<file path="src/rtl/pc_pkg.sv">
// Shared types and constants for the fetch-stage PC sequencer and its legality checker.
package pc_pkg;

  typedef enum logic [1:0] {
    BOOT,
    RUN,
    FAULT
  } pc_state_t;

  localparam int INSTR_BYTES = 4;

endpackage

</file>
<file path="src/rtl/pc_legal_check.sv">
// Combinational fetch-address legality check, also used by the branch unit for early target checks.
// Define PC_SEQ_ALIGN_CHECK_EN to additionally reject addresses with nonzero bits [1:0].
module pc_legal_check
  import pc_pkg::*;
#(
  parameter int            XLEN       = 64,
  parameter logic [XLEN:0] IMEM_BYTES = (XLEN+1)'(264)
) (
  input  logic [XLEN-1:0] addr,
  output logic            legal
);

  logic [XLEN:0] end_addr;
  logic          in_range;

  // One extra bit so addr + 4 never wraps when IMEM_BYTES sits near 2^XLEN.
  assign end_addr = {1'b0, addr} + (XLEN+1)'(INSTR_BYTES);
  assign in_range = end_addr <= IMEM_BYTES;

`ifdef PC_SEQ_ALIGN_CHECK_EN
  assign legal = in_range && (addr[1:0] == 2'b00);
`else
  assign legal = in_range;
`endif

endmodule

</file>
<file path="src/rtl/pc_sequencer.sv">
// Fetch-stage program-counter sequencer: stall, redirect, and a sticky fault on illegal next-PC.
// Alignment checking is compiled in when PC_SEQ_ALIGN_CHECK_EN is defined.
module pc_sequencer
  import pc_pkg::*;
#(
  parameter int              XLEN         = 64,
  parameter logic [XLEN-1:0] RESET_VECTOR = '0,
  parameter logic [XLEN:0]   IMEM_BYTES   = (XLEN+1)'(264)
) (
  input  logic            clk,
  input  logic            reset,
  input  logic            stall,
  input  logic            redirect_valid,
  input  logic [XLEN-1:0] redirect_target,
  output logic [XLEN-1:0] pc,
  output logic [XLEN-1:0] pc_plus4,
  output logic            fetch_valid,
  output logic            fault,
  output logic [XLEN-1:0] fault_addr
);

  pc_state_t       state_q, state_d;
  logic [XLEN-1:0] pc_q, pc_d;
  logic [XLEN-1:0] fault_addr_q, fault_addr_d;
  logic [XLEN-1:0] candidate;
  logic            hold;
  logic            candidate_legal;

  assign pc          = pc_q;
  assign pc_plus4    = pc_q + XLEN'(INSTR_BYTES);
  assign fetch_valid = (state_q == RUN);
  assign fault       = (state_q == FAULT);
  assign fault_addr  = fault_addr_q;

  // Redirect beats stall: a flush must win over a hazard hold.
  always_comb begin
    candidate = pc_plus4;
    hold      = 1'b0;
    if (redirect_valid) begin
      candidate = redirect_target;
    end else if (stall) begin
      hold = 1'b1;
    end
  end

  pc_legal_check #(
    .XLEN       (XLEN),
    .IMEM_BYTES (IMEM_BYTES)
  ) u_legal (
    .addr  (candidate),
    .legal (candidate_legal)
  );

  // NOTE: every output of this block gets a default first, so no path leaves one unassigned and no latch is inferred.
  always_comb begin
    state_d      = state_q;
    pc_d         = pc_q;
    fault_addr_d = fault_addr_q;
    unique case (state_q)
      BOOT: begin
        pc_d    = RESET_VECTOR;
        state_d = RUN;
      end
      RUN: begin
        // A held PC was already legal, so it is not rechecked.
        if (!hold) begin
          if (candidate_legal) begin
            pc_d = candidate;
          end else begin
            fault_addr_d = candidate;
            state_d      = FAULT;
          end
        end
      end
      FAULT: ;
      default: state_d = BOOT;
    endcase
  end

  // NOTE: sequential state uses non-blocking assignments so every register samples pre-edge values.
  always_ff @(posedge clk) begin
    if (reset) begin
      state_q      <= BOOT;
      pc_q         <= RESET_VECTOR;
      fault_addr_q <= '0;
    end else begin
      state_q      <= state_d;
      pc_q         <= pc_d;
      fault_addr_q <= fault_addr_d;
    end
  end

endmodule
</file>
<file path="config.mk">
export PLATFORM = sky130hd
export DESIGN_NAME = pc_sequencer
export DESIGN_NICKNAME = d
export VERILOG_FILES = /design/src/rtl/pc_pkg.sv /design/src/rtl/pc_legal_check.sv /design/src/rtl/pc_sequencer.sv
export SDC_FILE = /design/constraint.sdc
export NUM_CORES = 1
export LEC_CHECK = 0
export ABC_AREA = 1
export CAP_MARGIN = 20
export CELL_PAD_IN_SITES_DETAIL_PLACEMENT = 0
export CELL_PAD_IN_SITES_GLOBAL_PLACEMENT = 1
export CORE_ASPECT_RATIO = 0.75
export CORE_MARGIN = 1.5
export CORE_UTILIZATION = 38
export CTS_BUF_LIST = sky130_fd_sc_hd__clkbuf_8
export CTS_CLUSTER_DIAMETER = 60
export CTS_CLUSTER_SIZE = 28
export DETAILED_ROUTE_END_ITERATION = 6
export PLACE_DENSITY_LB_ADDON = 0.2
export SYNTH_ARGS = -nofsm -noshare
export SYNTH_HDL_FRONTEND = slang
export SYNTH_SLANG_ARGS = --single-unit
export TNS_END_PERCENT = 20
</file>
<file path="constraint.sdc">
create_clock -name clk -period 10.75 [get_ports clk]
set_input_delay 1.6125 -clock clk [delete_from_list [all_inputs] [get_ports clk]]
set_output_delay 1.6125 -clock clk [all_outputs]
set_load 0.05 [all_outputs]
</file>
==> results.sh <==
export IMPL_cap_violations=0
export IMPL_drc=0
export IMPL_antenna_found_initial=0
export IMPL_worst_endpoint_arrival_ps=7190
export IMPL_synth_ff_type="dfxtp_1"
export IMPL_hold_viol=0
export IMPL_ys_ff_latch=130
export IMPL_num_vias=14352
export IMPL_crit_start="redirect_valid"
export IMPL_track_usage_pct=32.8
export IMPL_finalCoreUtilization_pct=49.1
export IMPL_fin_setup_tns_ps=0
export IMPL_final_antenna_net_count=0
export IMPL_clock_sinks=130
export IMPL_dr_pass1_iters=5
export IMPL_totalWireLength_um=52900
export IMPL_grt_max_degree=107
export IMPL_combPwrFrac_pct=25.9
export IMPL_grt_pass1_vias=13306
export IMPL_holdCritStartpoint="fault_addr[43]"
export IMPL_hold_class="reg -> reg"
export IMPL_initial_utilization_pct=38.9
export IMPL_htree_levels=4
export IMPL_synth_edf_count=0
export IMPL_avgSynthCellArea_um2=5.76
export IMPL_clock_skew_ps=20.2
export IMPL_drtIter0Drc=1263
export IMPL_power_share_clock_pct=34.4
export IMPL_row_count=55
export IMPL_hold_buffers=0
export IMPL_tightest_slew_ps=1020
export IMPL_layout_nets=2337
export IMPL_synth_cell_types=42
export IMPL_die_x_um=207
export IMPL_internal_power_uw=801
export IMPL_final_min_clock_period_ps=6760
export IMPL_path_class="in -> reg"
export IMPL_rr_startpoint="pc[2]"
export IMPL_n_antenna_cell=0
export IMPL_dieArea_mm2=0.0322
export IMPL_synth_area_mm2=0.0118
export IMPL_netSwitchingPower_uw=471
export IMPL_synth_area_leader_cell="nand2_1"
export IMPL_yosys_top_cells_area="nand2_1, dfxtp_1, nor2_1"
export IMPL_start_kind="primary input"
export IMPL_finalCritPeriodShare_pct=62.9
export IMPL_rsz0062_at_grt="false"
export IMPL_synth_fp_nets=2124
export IMPL_routedWlPerCell_um=19.8
export IMPL_cts_tree="done"
export IMPL_synthArstFlopShare_pct=0
export IMPL_core_area_mm2=0.0304
export IMPL_seqPwrFrac_pct=39.7
export IMPL_cts_resized=0
export IMPL_vdd_drop_max_v=0.0000772
export IMPL_switching_share_pct=37.0
export IMPL_clock_path_buffers=2
export IMPL_globalRoute_totalOverflow=0
export IMPL_fmax_ghz=0.148
export IMPL_netlist_instances=2053
export IMPL_yosys_warnings=0
export IMPL_grt_pass1_wl_um=78900
export IMPL_p_leak_uw=0.00583
export IMPL_synthTopCellsByCount="nand2_1, nor2_1, nand3_1, inv_1, dfxtp_1"
export IMPL_syn_to_final_growth_pct=26.3
export IMPL_crit_fanout=106
export IMPL_ios=262
export IMPL_maxSlewViolCount=0
export IMPL_status="finished clean"
export IMPL_max_slew_margin_rel_pct=32.3
export IMPL_hpwlAfterDp_um=42900
export IMPL_powerDensity_mw_per_mm2=85.2
export IMPL_crit_required_ps=11170
export IMPL_clockRootBuffer="clkbuf_8"
export IMPL_avgViaCountPerCell=5.36
export IMPL_gp_congestion=0.976
export IMPL_fillers=3322
export IMPL_clock_latency_ps=500
export IMPL_ys_seq_area_share_pct=22.0
export IMPL_cts_made_buffers=17
export IMPL_clk_pin_slew_worst_paths_ps=80
export IMPL_drive_above_1_share_pct=12.4
export IMPL_post_cts_repair_setup_buffers=0
export IMPL_end_kind="register"
export IMPL_setup_violations=0
export IMPL_synth_top_cell_area_share_pct=24.8
export IMPL_synth_most_common_cell="nand2_1"
export IMPL_die_h_um=156
export IMPL_port_buffer_count=261
==> per-stage QoR <==
step | area, µm² | setup slack [ps] | cells | hold WS [ps] | power (µW)
global placement | 14500 | 3650 | 2646 | 449 | 842
floorplan | 11800 | 6190 | 2053 | 490 | 744
detailed placement | 14500 | 3580 | 2646 | 453 | 842
finish | 14900 | 3990 | 2678 | 459 | 1270
global route | 14900 | 3440 | 2678 | 482 | 1330
CTS | 14900 | 4100 | 2678 | 463 | 1280
==> layout make-up <==
cell class / count / area (µm²) / share of cell area [%]
clock buffers: 17 / 234 / 1.57
clock inverters: 15 / 160 / 1.07
inverters: 162 / 618 / 4.14
multi-input cells: 1686 / 8150 / 54.6
flip-flops and latches: 130 / 2600 / 17.4
well taps: 399 / 499 / 3.34
repair buffers: 269 / 2670 / 17.9
==> critical path, cell delays in order <==
cell     delay [ps]
buf_2           100
buf_4           290
inv_4           510
buf_4           850
or2_2           240
nand2_1         170
nor2_1          190
nand2_1         150
nor2_1          340
nand3_1         220
nor2_1          140
nand2_1          60
nand2_1          60
nand2_1          50
nor2_1          180
nand3_1         160
nor2_4          130
nand2_4         380
nand3_2         540
buf_4           460
nand2_1         120
a21oi_2         130
==> routing by layer <==
layer	global-route usage (%)	vias up	part of all wire, %
met4	7.80	0	2.0
met2	52.6	590	45
li1	-	7031	-
met1	45.5	6679	46
met3	5.81	52	7.7
met5	0	-	0
==> sequential cells by signal, indices dropped and copies added, names as in the netlist <==
signal,cells
fault_addr,64
pc,64
state_q,2
==> kinds of logic after synthesis <==
| logic type | share of synthesized area [%] |
|---|---|
| AOI/OAI and AO/OA | 4.88 |
| xor gates and xnor gates | 0.445 |
| adders and majority gates | 0.318 |
| buffers and inverters | 9.12 |
| DFF | 22.0 |
| and+or+nand+nor | 63.2 |
==> final timing paths <==
check | to | slack (ps) | cells past startpoint
max | fault_addr[60] | 3990 | 22
min | fault_addr[43] | 460 | 2
max reg2reg | fault_addr[60] | 5050 | 24
min reg2reg | fault_addr[43] | 460 | 2
==> power groups by stage <==
stage | Combinational, µW | Sequential, µW | Clock (µW)
floorplan | 187 | 557 | 0
global placement | 326 | 517 | 0
detailed placement | 326 | 516 | 0
CTS | 328 | 505 | 445
global route | 354 | 507 | 469
finish | 329 | 505 | 438
==> cells in the final DEF (no fill, tap or decap), types with 11 or more instances in the layout <==
cell,Yosys,routed
clkbuf_8,0,17
a21oi_1,65,65
nor2_2,30,30
nor3_2,50,50
dfxtp_1,130,130
inv_1,148,148
nor2_1,260,259
nand2_2,34,35
nor2_4,16,17
nor3_1,14,14
nand3_1,187,187
clkdlybuf4s50_1,0,259
or2_2,54,54
nand4_1,107,107
nand3_2,12,12
o21ai_0,20,20
inv_2,13,12
a21oi_2,11,11
nand2_1,780,779
(Power assumes the default switching activity.)
